### config.mk
export PLATFORM = sky130hd
export DESIGN_NAME = note_lane_shifter_flat
export DESIGN_NICKNAME = d
export VERILOG_FILES = /design/src/rtl/note_lane_shifter_if.sv /design/src/rtl/note_lane_shifter.sv /design/src/flat_wrapper.sv
export SDC_FILE = /design/constraint.sdc
export NUM_CORES = 1
export LEC_CHECK = 0
export CORE_ASPECT_RATIO = 1.75
export CORE_MARGIN = 10
export CORE_UTILIZATION = 45
export CTS_CLUSTER_SIZE = 8
export DETAILED_ROUTE_END_ITERATION = 6
export DONT_BUFFER_PORTS = 1
export HOLD_SLACK_MARGIN = 0.12
export PLACE_DENSITY = 0.58
export SLEW_MARGIN = 0
export SYNTH_ARGS = -nofsm -noshare
export SYNTH_HDL_FRONTEND = slang
export SYNTH_SLANG_ARGS = --single-unit
### constraint.sdc
create_clock -name clk -period 2.6 [get_ports clk]
set_input_delay 0.52 -clock clk [delete_from_list [all_inputs] [get_ports clk]]
set_output_delay 0.52 -clock clk [all_outputs]
set_load 0.005 [all_outputs]
### src/rtl/note_lane_shifter_if.sv
// rtl/note_lane_shifter_if.sv - sequencer-to-lane handshake and lane status bundle
interface note_lane_shifter_if #(
  parameter int WIDTH     = 16,
  parameter int DIV_WIDTH = 8
);
  logic                 load_n;
  logic [WIDTH-1:0]     load_val;
  logic                 serial_in;
  logic                 shift_en;
  logic                 dir;
  logic [DIV_WIDTH-1:0] rate;
  logic                 hit;
  logic [WIDTH-1:0]     out;
  logic                 serial_out;
  logic                 step;
  logic                 hit_ok;
  logic                 miss;

  modport master (
    output load_n, load_val, serial_in, shift_en, dir, rate, hit,
    input  out, serial_out, step, hit_ok, miss
  );

  modport slave (
    input  load_n, load_val, serial_in, shift_en, dir, rate, hit,
    output out, serial_out, step, hit_ok, miss
  );
endinterface

### src/rtl/note_lane_shifter.sv
// rtl/note_lane_shifter.sv - note scrolling lane with rate divider, hit window and miss detect
module note_lane_shifter #(
  parameter int WIDTH     = 16,
  parameter int DIV_WIDTH = 8,
  parameter int HIT_POS   = 1
) (
  input logic              clk,
  input logic              rst,
  note_lane_shifter_if.slave bus
);

  localparam logic [DIV_WIDTH-1:0] DIV_ONE = {{(DIV_WIDTH-1){1'b0}}, 1'b1};

  logic [WIDTH-1:0]     lane_q;
  logic [DIV_WIDTH-1:0] div_cnt;
  logic                 serial_out_q;
  logic                 step_q;
  logic                 hit_ok_q;
  logic                 miss_q;

  logic                 term;
  logic                 hit_found;
  logic [WIDTH-1:0]     lane_v;
  logic [WIDTH-1:0]     lane_sh;
  logic                 exit_bit;

  // A hit consumes the note before the step, so a note struck on its exit edge never counts as a miss.
  always_comb begin
    term      = bus.shift_en && (div_cnt >= bus.rate);
    hit_found = bus.hit && lane_q[HIT_POS];
    lane_v    = lane_q;
    if (bus.hit) begin
      lane_v[HIT_POS] = 1'b0;
    end
    if (bus.dir) begin
      lane_sh  = {lane_v[WIDTH-2:0], bus.serial_in};
      exit_bit = lane_v[WIDTH-1];
    end else begin
      lane_sh  = {bus.serial_in, lane_v[WIDTH-1:1]};
      exit_bit = lane_v[0];
    end
  end

  always_ff @(posedge clk or posedge rst) begin
    if (rst) begin
      lane_q       <= '0;
      div_cnt      <= '0;
      serial_out_q <= 1'b0;
      step_q       <= 1'b0;
      hit_ok_q     <= 1'b0;
      miss_q       <= 1'b0;
    end else if (!bus.load_n) begin
      lane_q   <= bus.load_val;
      div_cnt  <= '0;
      step_q   <= 1'b0;
      hit_ok_q <= 1'b0;
      miss_q   <= 1'b0;
    end else begin
      hit_ok_q <= hit_found;
      if (bus.shift_en) begin
        div_cnt <= term ? '0 : div_cnt + DIV_ONE;
      end
      if (term) begin
        lane_q       <= lane_sh;
        serial_out_q <= exit_bit;
        miss_q       <= exit_bit;
        step_q       <= 1'b1;
      end else begin
        lane_q <= lane_v;
        step_q <= 1'b0;
        miss_q <= 1'b0;
      end
    end
  end

  assign bus.out        = lane_q;
  assign bus.serial_out = serial_out_q;
  assign bus.step       = step_q;
  assign bus.hit_ok     = hit_ok_q;
  assign bus.miss       = miss_q;

endmodule

### src/flat_wrapper.sv
// flat-port wrapper written by rule: the top's interface ports become plain ports
module note_lane_shifter_flat 
#(
  parameter int WIDTH     = 16,
  parameter int DIV_WIDTH = 8,
  parameter int HIT_POS   = 1
)
  (clk, rst, bus_load_n, bus_load_val, bus_serial_in, bus_shift_en, bus_dir, bus_rate, bus_hit, bus_out, bus_serial_out, bus_step, bus_hit_ok, bus_miss);
  note_lane_shifter_if #(.WIDTH(WIDTH), .DIV_WIDTH(DIV_WIDTH)) bus_i ();
  input logic clk;
  input logic rst;
  input wire logic [$bits(bus_i.load_n)-1:0] bus_load_n;
  input wire logic [$bits(bus_i.load_val)-1:0] bus_load_val;
  input wire logic [$bits(bus_i.serial_in)-1:0] bus_serial_in;
  input wire logic [$bits(bus_i.shift_en)-1:0] bus_shift_en;
  input wire logic [$bits(bus_i.dir)-1:0] bus_dir;
  input wire logic [$bits(bus_i.rate)-1:0] bus_rate;
  input wire logic [$bits(bus_i.hit)-1:0] bus_hit;
  output wire logic [$bits(bus_i.out)-1:0] bus_out;
  output wire logic [$bits(bus_i.serial_out)-1:0] bus_serial_out;
  output wire logic [$bits(bus_i.step)-1:0] bus_step;
  output wire logic [$bits(bus_i.hit_ok)-1:0] bus_hit_ok;
  output wire logic [$bits(bus_i.miss)-1:0] bus_miss;
  assign bus_i.load_n = bus_load_n;
  assign bus_i.load_val = bus_load_val;
  assign bus_i.serial_in = bus_serial_in;
  assign bus_i.shift_en = bus_shift_en;
  assign bus_i.dir = bus_dir;
  assign bus_i.rate = bus_rate;
  assign bus_i.hit = bus_hit;
  assign bus_out = bus_i.out;
  assign bus_serial_out = bus_i.serial_out;
  assign bus_step = bus_i.step;
  assign bus_hit_ok = bus_i.hit_ok;
  assign bus_miss = bus_i.miss;
  note_lane_shifter #(.WIDTH(WIDTH), .DIV_WIDTH(DIV_WIDTH), .HIT_POS(HIT_POS)) u_core (.clk(clk), .rst(rst), .bus(bus_i));
endmodule
* Word level (Yosys, flattened, before mapping)
Index checks and enable logic that the tools add are counted.
W data, S select, Z words.
** Storage, ports and cells
- Bits of input ports :: 31
- Bits in registers :: 28
- Word-level logic and storage cells :: 27
** Operators by class
- Equality and inequality tests :: 2
- Reduce and logical (&&, ||, !) cells :: 3
- Add/subtract/negate cells :: 1
- $lt $le $gt $ge :: 1
- Mux-type cells :: 13
** Operators by type and width (number)
- $mux W16 :: 3
- $mux W8 :: 3
- $add A8 B1 Y8 const B :: 1
- $ge A8 B8 Y1 :: 1
- $mux W1 :: 7
- $ne A2 B1 Y1 const B :: 2
- $logic_and A1 B1 Y1 :: 2
- $reduce_and A2 Y1 :: 1

* Longest topological paths before layout
Gate-level depths: netlist of run 1.
- Depth in word-level cells :: 5
- Depth in mapped cells :: 9
- Depth with buffers taken out :: 7

* Worst setup path before layout of run 1
No wires, ideal clock.
- Path kind :: in2reg
- Start :: in bus_rate[0]
- End :: reg u_core.lane_q[1] (netlist: u_core.bus.out[1])
- Library setup time :: 0.133 ns
- Arrival time :: 1.973 ns
- Required time :: 2.467 ns
- Slack :: 0.494 ns
- Stages :: 8
- Buffers on the path :: 2
- Path through :: ha_1 nand2b_4 a2111oi_4 o21ba_1 buf_6 buf_12 mux2i_1 a21oi_1
** On the way
- Cells in the longest elaborated chain, start to end :: 4
** Ends and longest elaborated chain
- start: declaration :: line flat_wrapper.sv:17 : input wire logic [$bits(bus_i.rate)-1:0] bus_rate;
- $ge A8 B8 Y1 :: line note_lane_shifter.sv:29 : term = bus.shift_en && (div_cnt >= bus.rate);
- $logic_and A1 B1 Y1 :: line note_lane_shifter.sv:29
- $mux W16 :: line note_lane_shifter.sv:63 : if (term) begin
- $mux W16 :: line note_lane_shifter.sv:52 : end else if (!bus.load_n) begin
- end signal: assignment :: line note_lane_shifter.sv:53 : lane_q <= bus.load_val;
- end signal: assignment :: line note_lane_shifter.sv:64 : lane_q <= lane_sh;
- end signal: assignment :: line note_lane_shifter.sv:69 : lane_q <= lane_v;
- end: declaration :: line note_lane_shifter.sv:14 : logic [WIDTH-1:0] lane_q;
No other way between the ends. The select of a mux whose other input is x is not followed.
A chain may end at the register's enable or synchronous reset.

* Worst setup path after layout of run 1
- Start :: reg u_core.div_cnt[0]
- End :: reg u_core.lane_q[8] (netlist: u_core.bus.out[8])
** On the way
- Cells in the longest elaborated chain, start to end :: 3
** Ends and longest elaborated chain
- start: declaration :: line note_lane_shifter.sv:15 : logic [DIV_WIDTH-1:0] div_cnt;
- start signal: assignment :: line note_lane_shifter.sv:61 : div_cnt <= term ? '0 : div_cnt + DIV_ONE;
- $ge A8 B8 Y1 :: line note_lane_shifter.sv:29
- $logic_and A1 B1 Y1 :: line note_lane_shifter.sv:29
- $ne A2 B1 Y1 (no line)
No other way between the ends.

==> flow_summary_export.csv, run 1 <==
group,metric,value,unit
run_status,status,"finished, final reports clean",
final_layout,multi_input_area,977.2,um^2
synthesis,synthCells,178,
detailed_routing,initialDrtViolationCount,31,
setup_path,cp_cell_sequence,"inv_1 > ha_1 > nand2b_4 > a2111oi_4 > o21ba_1 > buf_12 > mux2i_1 > o21ai_1",
clock_network,cts_resized,0,
clock_network,numCtsBuffers,3,
setup_path,cp_slowest_cell,"dfrtp_1",
synthesis,synth_mux_area_share,20.11,%
final_layout,fillers,372,
die,die_y,103.5,um
synthesis,ys_ff_latch,28,
synthesis,ys_warn_count,0,
detailed_routing,drt-total-wl,3.884,mm
final_layout,seq_area,700.7,um^2
final_layout,final_common_cell,"dfrtp_1",
synthesis,netlist_area,1792,um^2
setup_path,max_stage_delay,410,ps
final_layout,layout-drive-gt1-share,17.05,%
die,core_area,3866,um^2
sta,finalClockSkew,4.924,ps
clock_network,clock_sinks,28,
die,fp-row-count,30,
clock_network,cts_root_buf,"clkbuf_8",
global_route,track_usage,11.87,%
synthesis,postSynthAreaPerCell,10.07,um^2
die,io_pins,51,
pwr,power_density,470.8,nW/um^2
setup_path,arrival,2260,ps
clock_network,postCtsSetupBuffers,0,
setup_path,startpoint_type,"register",
setup_path,cp-end-kind,"register",
sta,setup_viol,0,
synthesis,syn_nets,218,
synthesis,synth_fa_ha_area_share,6.285,%
sta,finalCritPeriodShare,80.81,%
sta,slew_headroom,68.66,%
sta,period_minus_slack,2101,ps
synthesis,synth_cell_types,35,
final_layout,syn2layout_area_growth,4.679,%
synthesis,synth-xor-area-share,1.466,%
synthesis,yosys.area_share.simple,14.04,%
placed_design,dp_hpwl,3.177,mm
global_route,overflow,0,
clock_network,cts_buffer_depth,2,
detailed_routing,first_pass_iters,2,
detailed_routing,via_per_inst,5.638,
clock_network,cts_hold_buffers,0,
final_layout,fin_nets,217,
detailed_routing,route.detailed.drc,0,
sta,worstMarginPinSlew,467.3,ps
hold_path,hp-class,"in2async",
detailed_routing,ant_nets,0,
sta,drv_slew,0,
clock_network,cts.clk_slew.worst_paths,90,ps
synthesis,synth_compound_area_share,12.64,%
clock_network,htree_levels,1,
placed_design,io_buffers,0,
die,start_util,46.34,%
global_route,grt_pass1_wl,6.658,mm
pwr,peakVddDrop,0.4532,mV
final_layout,mostFrequentLayoutCells,"dfrtp_1, nand2_1, mux2i_1",
synthesis,synth_top_family_by_area,"multiplexers",
pwr,leakage,0.9734,nW
setup_path,cp_data_required_time,2760,ps
sta,tns,0,ps
die,die-area,7005,um^2
detailed_routing,vias,1263,
setup_path,crit_type,"reg2reg",
final_layout,num_antenna_cells,0,
clock_network,cts_tree,"yes",
global_route,grt_start_max_net_pins,29,
sta,max_freq,0.4760,GHz
global_route,grt_antenna_before_repair,0,
sta,grt_setup_unrepaired,"no",
setup_path,worst-path-max-fanout,19,
sta,finalHoldViolations,0,
detailed_routing,wl_per_cell,17.34,um
clock_network,clk_latency,270,ps
global_route,grt_pass1_vias,1462,
final_layout,final_core_util,48.51,%
synthesis,ys_seq_area_share,39.11,%
run,drv_cap,0,
die,dieWidth,67.70,um
placed_design,place_congestion,0.8453,
[critical path, delay by kind of cell (launching register included)]
kind	cells	cell delay, ps
mux	1	220
flops	1	410
compound gates	3	650
buf+inv	2	280
fa+ha+maj	1	270
simple gates	1	150
[kinds of logic (layout without fill, tap and decap cells)]
kind of cell | Yosys count | count (layout)
flip-flops | 28 | 28
adder cells (fa/ha/maj) | 9 | 9
XOR/XNOR | 3 | 3
multiplexers | 34 | 34
buffers and inverters | 21 | 19
AND/OR/NAND/NOR | 50 | 50
AO/OA/AOI/OAI | 33 | 33
[final cells by class]
class / count / area share, %
clock buffer: 4 / 2.935
inverter: 12 / 2.535
multi-input combinational: 129 / 52.10
sequential: 28 / 37.36
tap: 48 / 3.202
timing repair buffer: 3 / 1.868
[final timing paths]
kind                                       startpoint                     to  slack (ps)  cells after the start
worst min register to register  u_core.bus.serial_out  u_core.bus.serial_out         540                      2
min in group clk                           bus_load_n      u_core.bus.out[1]         320                      1
max in group asynchronous                         rst      u_core.div_cnt[6]        2150                      2
worst max register to register      u_core.div_cnt[0]      u_core.bus.out[8]         500                      8
worst max-delay path                u_core.div_cnt[0]      u_core.bus.out[8]         500                      8
worst min-delay path                              rst  u_core.bus.serial_out         180                      2
[layer usage]
layer | track usage, % | routed length [um]
met2 | 22.59 | 2199
met5 | 0 | 0
met3 | 4.099 | 290
met1 | 10.87 | 1352
met4 | 4.603 | 42
[report_power, final]
group | total (mW) | switching (mW) | internal [mW] | leakage, nW
combinational | 0.121 | 0.0565 | 0.0641 | 0.585
clock | 0.266 | 0.131 | 0.136 | 0.0288
sequential | 0.496 | 0.0343 | 0.462 | 0.360
[registers in the layout, indices dropped and copies added, names as in the netlist]
| signal | cells |
|---|---|
| u_core.bus.step | 1 |
| u_core.bus.hit_ok | 1 |
| u_core.bus.miss | 1 |
| u_core.div_cnt | 8 |
| u_core.bus.out | 16 |
| u_core.bus.serial_out | 1 |
[Yosys cell counts]
library cell | number | area share, %
a2111oi_4 | 1 | 1.5
a211o_1 | 1 | 0.49
a21oi_1 | 6 | 1.7
a21oi_2 | 1 | 0.49
and2b_1 | 1 | 0.42
and3_1 | 4 | 1.4
buf_12 | 1 | 1.1
buf_2 | 1 | 0.28
buf_6 | 2 | 1.3
clkbuf_1 | 5 | 1.0
clkinv_1 | 1 | 0.21
dfrtp_1 | 28 | 39
ha_1 | 9 | 6.3
inv_1 | 10 | 2.1
inv_4 | 1 | 0.35
mux2_2 | 16 | 10
mux2i_1 | 18 | 10
nand2_1 | 24 | 5.0
nand2b_1 | 1 | 0.35
nand2b_4 | 1 | 0.77
nand3_1 | 4 | 1.1
nand4_1 | 3 | 1.0
nand4b_1 | 2 | 0.98
nor2_1 | 4 | 0.84
nor3_1 | 3 | 0.84
nor3_2 | 1 | 0.56
nor4_1 | 1 | 0.35
o211ai_1 | 1 | 0.42
o21a_1 | 1 | 0.42
o21ai_0 | 4 | 1.1
o21ai_1 | 16 | 4.5
o21ba_1 | 1 | 0.56
o311ai_4 | 1 | 1.5
or2_2 | 1 | 0.35
xor2_1 | 3 | 1.5
[per-stage QoR]
| step | std cells | total power, mW | hold slack (ps) | cell area [um^2] | setup slack, ps |
|---|---|---|---|---|---|
| after floorplan | 178 | 0.6080 | 485.4 | 1792 | 494.4 |
| after global placement | 220 | 0.6272 | 495.3 | 1821 | 452.9 |
| after detailed placement | 220 | 0.6311 | 498.4 | 1821 | 430.7 |
| after CTS | 224 | 0.8956 | 196.0 | 1876 | 476.4 |
| after global routing | 224 | 0.9269 | 207.7 | 1876 | 364.9 |
| final | 224 | 0.8831 | 181.9 | 1876 | 499.1 |
Note: power is estimated with default switching activity, not from simulation.
==> inputs of run 2 (changes only) <==
==> constraint.sdc (replaced) <==
create_clock -name clk -period 2 [get_ports clk]
set_input_delay 0.4 -clock clk [delete_from_list [all_inputs] [get_ports clk]]
set_output_delay 0.4 -clock clk [all_outputs]
set_load 0.005 [all_outputs]
==> flow_summary_export.csv, run 2 (same netlist as run 1, synthesis figures left out) <==
group,metric,value,unit
detailed_routing,initialDrtViolationCount,39,
clock_network,cts_tree,"yes",
die,die_y,103.5,um
clock_network,cts.clk_slew.worst_paths,90,ps
detailed_routing,vias,1354,
detailed_routing,drt-total-wl,4.473,mm
clock_network,cts_root_buf,"clkbuf_8",
setup_path,startpoint_type,"register",
detailed_routing,first_pass_iters,4,
final_layout,largest_register_ffs,16,
final_layout,seq_area,700.7,um^2
clock_network,numCtsBuffers,3,
final_layout,syn2layout_area_growth,16.97,%
placed_design,place_congestion,0.8282,
placed_design,placed_cell_area,1881,um^2
pwr,peakVddDrop,0.4405,mV
final_layout,layout-drive-gt1-share,27.23,%
die,fp-row-count,30,
sta,worstMarginPinSlew,518.5,ps
sta,tns,0,ps
detailed_routing,route.detailed.drc,0,
placed_design,io_buffers,0,
detailed_routing,wl_per_cell,18.72,um
detailed_routing,via_per_inst,5.665,
sta,setup_viol,0,
die,core_area,3866,um^2
final_layout,fillers,369,
clock_network,clk_latency,270,ps
final_layout,mostFrequentLayoutCells,"dfrtp_1, nand2_1, mux2i_1",
final_layout,multi_input_area,1044,um^2
sta,finalClockSkew,3.652,ps
global_route,track_usage,12.05,%
final_layout,fin_area,2096,um^2
setup_path,path_buf_inv,2,
global_route,grt_antenna_before_repair,0,
clock_network,cts_buffer_depth,2,
global_route,grt_pass1_vias,1414,
sta,period_minus_slack,1914,ps
setup_path,crit_type,"reg2reg",
sta,grt_setup_unrepaired,"yes",
placed_design,dp_hpwl,3.340,mm
die,start_util,46.34,%
global_route,grt_pass1_wl,6.665,mm
run,drv_cap,0,
die,dieWidth,67.70,um
setup_path,worst-path-max-fanout,5,
pwr,leakage,1.069,nW
detailed_routing,ant_nets,0,
global_route,overflow,0,
run_status,status,"finished, final reports clean",
final_layout,fin_cells,239,
clock_network,htree_levels,1,
setup_path,arrival,2060,ps
final_layout,num_antenna_cells,0,
die,io_pins,51,
sta,finalCritPeriodShare,95.72,%
setup_path,cp_slowest_cell,"dfrtp_1",
final_layout,final_common_cell,"dfrtp_1",
sta,drv_slew,0,
setup_path,cp_data_required_time,2150,ps
setup_path,max_stage_delay,400,ps
clock_network,clock_sinks,28,
sta,max_freq,0.5223,GHz
sta,slew_headroom,65.22,%
setup_path,cp-end-kind,"register",
pwr,p_total,1.174,mW
die,die-area,7005,um^2
setup_path,crit_family,"compound AO/OA/AOI/OAI gates",
global_route,grt_start_max_net_pins,29,
pwr,power_density,560.0,nW/um^2
sta,finalHoldViolations,0,
hold_path,hp-class,"in2reg",
setup_path,cp_cell_sequence,"inv_2 > ha_4 > nand2b_4 > a2111oi_4 > o21ba_4 > buf_12 > mux2i_2 > o21ai_1",
placed_design,placed_cells,228,
final_layout,fin_nets,232,
## run 2: cell count changes in the layout (fill, tap and decap cells not counted), sizes merged
cell and change:
dlygate4sd3 +1, clkbuf +2, buf +12
## run 2: final cells by class
type                       count  area share (%)
inverter                      12           2.269
timing repair buffer          18           9.015
clock buffer                   4           2.627
multi-input combinational    129           49.79
sequential                    28           33.43
tap                           48           2.866
## run 2: report_power, final
part | switching, mW | internal (mW)
combinational | 0.0850 | 0.0982
sequential | 0.0445 | 0.600
clock | 0.170 | 0.176
total | 0.299 | 0.875
## run 2: timing repair
item                                    4_1_cts  5_1_grt
pin swaps                                     0        2
resized for setup                             1       10
hold endpoints to repair                     28        0
endpoints found under the setup margin        6       18
buffers inserted                              0        3
cloned                                        0        3
hold buffers                                  1        0
## run 2: path summary, 6_finish.rpt
check	from	end	slack (ps)	depth (start not counted)
hold / removal	bus_load_n	u_core.bus.out[1]	200	1
min in group asynchronous	rst	u_core.div_cnt[0]	630	3
setup / recovery	u_core.div_cnt[0]	u_core.bus.out[9]	90	8
hold reg to reg	u_core.bus.serial_out	u_core.bus.serial_out	540	2
setup reg to reg	u_core.div_cnt[0]	u_core.bus.out[9]	90	8
max in group asynchronous	rst	u_core.bus.out[15]	1100	3
## run 2: through the flow
stage | hold WS [ps] | utilization, % | setup slack (ps)
after CTS | 200.0 | 50.32 | -4.619
final | 202.0 | 54.21 | 85.53
after detailed placement | 381.1 | 48.64 | -31.80
after global routing | 188.6 | 54.21 | -8.206
after floorplan | 465.4 | - | 2.942
after global placement | 380.0 | 48.64 | 22.95
## run 2: worst reg2reg max path, cell delays in order (launching register included)
cell and delay (ps):
dfrtp_1 400, inv_2 80, ha_4 190, nand2b_4 140, a2111oi_4 310, o21ba_4 250, buf_12 140, mux2i_2 210
o21ai_1 80
## run 2: layer usage
metal	track usage, %	vias up	wire, um
met5	0	-	0
met4	4.444	0	63
met3	4.962	5	346
met2	21.86	38	2582
met1	11.61	658	1481
li1	-	653	-
==> inputs of run 3 (changes only) <==
--- a/config.mk
+++ b/config.mk
@@ -5,6 +5,7 @@
 export SDC_FILE = /design/constraint.sdc
 export NUM_CORES = 1
 export LEC_CHECK = 0
+export ABC_AREA = 1
 export CORE_ASPECT_RATIO = 1.75
 export CORE_MARGIN = 10
 export CORE_UTILIZATION = 45
==> flow_summary_export.csv, run 3 <==
group,metric,value,unit
clock_network,cts_hold_buffers,1,
setup_path,reg2reg_depth,8,
sta,worstMarginPinSlew,431.7,ps
sta,max_freq,0.5736,GHz
global_route,grt_pass1_vias,1653,
placed_design,dp_slack,229.8,ps
run_status,status,"finished, final reports clean",
setup_path,cp_slowest_cell,"dfrtp_1",
setup_path,worst-path-max-fanout,17,
detailed_routing,via_per_inst,5.535,
setup_path,crit_family,"simple AND/OR/NAND/NOR gates",
synthesis,synth_cell_types,25,
synthesis,yosysTopAreaCell,"dfrtp_1",
detailed_routing,initialDrtViolationCount,43,
sta,finalClockSkew,3.833,ps
synthesis,synth_ff_type,"dfrtp_1",
placed_design,place_congestion,0.7876,
final_layout,mostFrequentLayoutCells,"nand2_1, dfrtp_1, nand3_2",
detailed_routing,ant_nets,0,
clock_network,cts_root_buf,"clkbuf_8",
setup_path,r2r_slack,260,ps
clock_network,htree_levels,1,
setup_path,critPathMostFrequentCell,"nor2_1",
hold_path,hp-class,"in2reg",
clock_network,cts_resized,0,
setup_path,crit_cells,8,
detailed_routing,drt-total-wl,4.564,mm
pwr,leakage,1.024,nW
final_layout,fillers,439,
detailed_routing,vias,1522,
die,fp-row-count,31,
detailed_routing,first_pass_iters,4,
setup_path,crit_start,"u_core.div_cnt[5]",
synthesis,netlist_top_cells_area,"dfrtp_1, nand2_1, nand3_2",
synthesis,synthArstFlopShare,100.0,%
synthesis,ys_ff_latch,28,
synthesis,postSynthAreaPerCell,8.087,um^2
clock_network,clk_latency,270,ps
pwr,peakVddDrop,0.3830,mV
global_route,overflow,0,
global_route,grt_pass1_wl,7.900,mm
setup_path,cp_cell_sequence,"ha_1 > a21oi_1 > nor2_1 > nor2_4 > nand3_4 > nand2_4 > nand2_2 > nor2_1",
final_layout,largest_register_ffs,16,
setup_path,r2r-start,"u_core.div_cnt[5]",
pwr,power_density,599.9,nW/um^2
clock_network,cts_tree,"yes",
die,die_y,105.2,um
synthesis,ys_warn_count,0,
placed_design,io_buffers,0,
final_layout,fin_nets,267,
die,io_pins,51,
setup_path,crit_type,"reg2reg",
final_layout,num_antenna_cells,0,
setup_path,arrival,1950,ps
die,dieWidth,68.71,um
global_route,track_usage,13.64,%
sta,setup_ws,256.7,ps
sta,period_minus_slack,1743,ps
final_layout,final_common_cell,"nand2_1",
die,die-area,7230,um^2
synthesis,synth.most_common_cell,"nand2_1",
global_route,grt_antenna_before_repair,0,
clock_network,postCtsSetupBuffers,0,
clock_network,cts_buffer_depth,2,
setup_path,startpoint_type,"register",
synthesis,syn_nets,271,
setup_path,crit_end,"u_core.div_cnt[6]",
run,drv_cap,0,
die,start_util,45.87,%
sta,finalHoldViolations,0,
sta,tns,0,ps
sta,finalCritPeriodShare,87.16,%
placed_design,dp_hpwl,3.389,mm
setup_path,cp_data_required_time,2210,ps
synthesis,yosysTopAreaCellShare,37.51,%
sta,grt_setup_unrepaired,"no",
global_route,grt_start_max_net_pins,39,
setup_path,max_stage_delay,450,ps
synthesis,ys_seq_area_share,37.51,%
clock_network,clock_sinks,28,
sta,drv_slew,0,
die,core_area,4073,um^2
setup_path,cp-end-kind,"register",
clock_network,numCtsBuffers,3,
clock_network,cts.clk_slew.worst_paths,100,ps
final_layout,layout-drive-gt1-share,15.49,%
synthesis,synth_edf_count,0,
setup_path,path_buf_inv,0,
synthesis,ys_top_cells_by_count,"nand2_1, dfrtp_1, nand3_2",
synthesis,synthCells,231,
setup_path,r2r-end,"u_core.div_cnt[6]",
sta,setup_viol,0,
sta,slew_headroom,71.19,%
detailed_routing,wl_per_cell,16.60,um
final_layout,syn2layout_area_growth,3.684,%
synthesis,netlist_area,1868,um^2
detailed_routing,route.detailed.drc,0,
==> run 3: final cells by class <==
cell class / instances / area [um^2] / share of cell area, %
Multi-Input combinational cell: 170 / 1016 / 52.45
Sequential cell: 28 / 700.7 / 36.18
Inverter: 21 / 78.83 / 4.070
Clock buffer: 4 / 55.05 / 2.842
Tap cell: 49 / 61.31 / 3.165
Timing Repair Buffer: 3 / 25.02 / 1.292
==> run 3: worst register-to-register path, delay by kind of cell (launching register included) <==
family | cells | cell delay [ps]
fa+ha+maj | 1 | 320
compound gates | 1 | 140
flops | 1 | 450
simple gates | 6 | 780
==> run 3: stage by stage <==
step                      instance area [um^2]  cells  util [%]  power, mW  hold slack (ps)
final                                     1937    275     47.56      1.162            226.1
after detailed placement                  1872    270     45.96     0.8227            382.8
after floorplan                           1868    231         -     0.8004            465.4
after global routing                      1937    275     47.56      1.237            221.5
after global placement                    1872    270     45.96     0.8212            380.8
after CTS                                 1937    275     47.56      1.181            224.0
==> run 3: worst min-delay path by stage <==
stage	endpoint	depth (start not counted)	slack (ps)	startpoint
2_1_floorplan	u_core.bus.hit_ok	1	470	rst
3_3_place_gp	u_core.bus.hit_ok	2	380	rst
3_5_place_dp	u_core.bus.hit_ok	2	380	rst
4_1_cts	u_core.bus.hit_ok	2	220	bus_hit
5_1_grt	u_core.bus.hit_ok	2	220	bus_hit
6_report	u_core.bus.hit_ok	2	230	bus_hit
==> run 3: cells by family after synthesis <==
| logic type | count (synthesis) | synth area share [%] |
|---|---|---|
| fa+ha+maj | 9 | 6.028 |
| buf+inv | 33 | 8.105 |
| xor+xnor | 7 | 3.282 |
| flops | 28 | 37.51 |
| compound gates | 10 | 2.813 |
| simple gates | 143 | 41.73 |
| mux | 1 | 0.5359 |
==> run 3: per-layer routing <==
layer,up-vias,routed length [um],track usage [%]
met4,0,51,3.824
met2,40,2450,22.98
met1,726,1740,16.00
met3,4,323,3.924
li1,752,-,-
met5,-,0,0
==> run 3: report_power, final <==
group | internal [mW] | switching (mW)
Combinational | 0.0641 | 0.0898
Clock | 0.176 | 0.179
Sequential | 0.602 | 0.0516
Total | 0.842 | 0.320
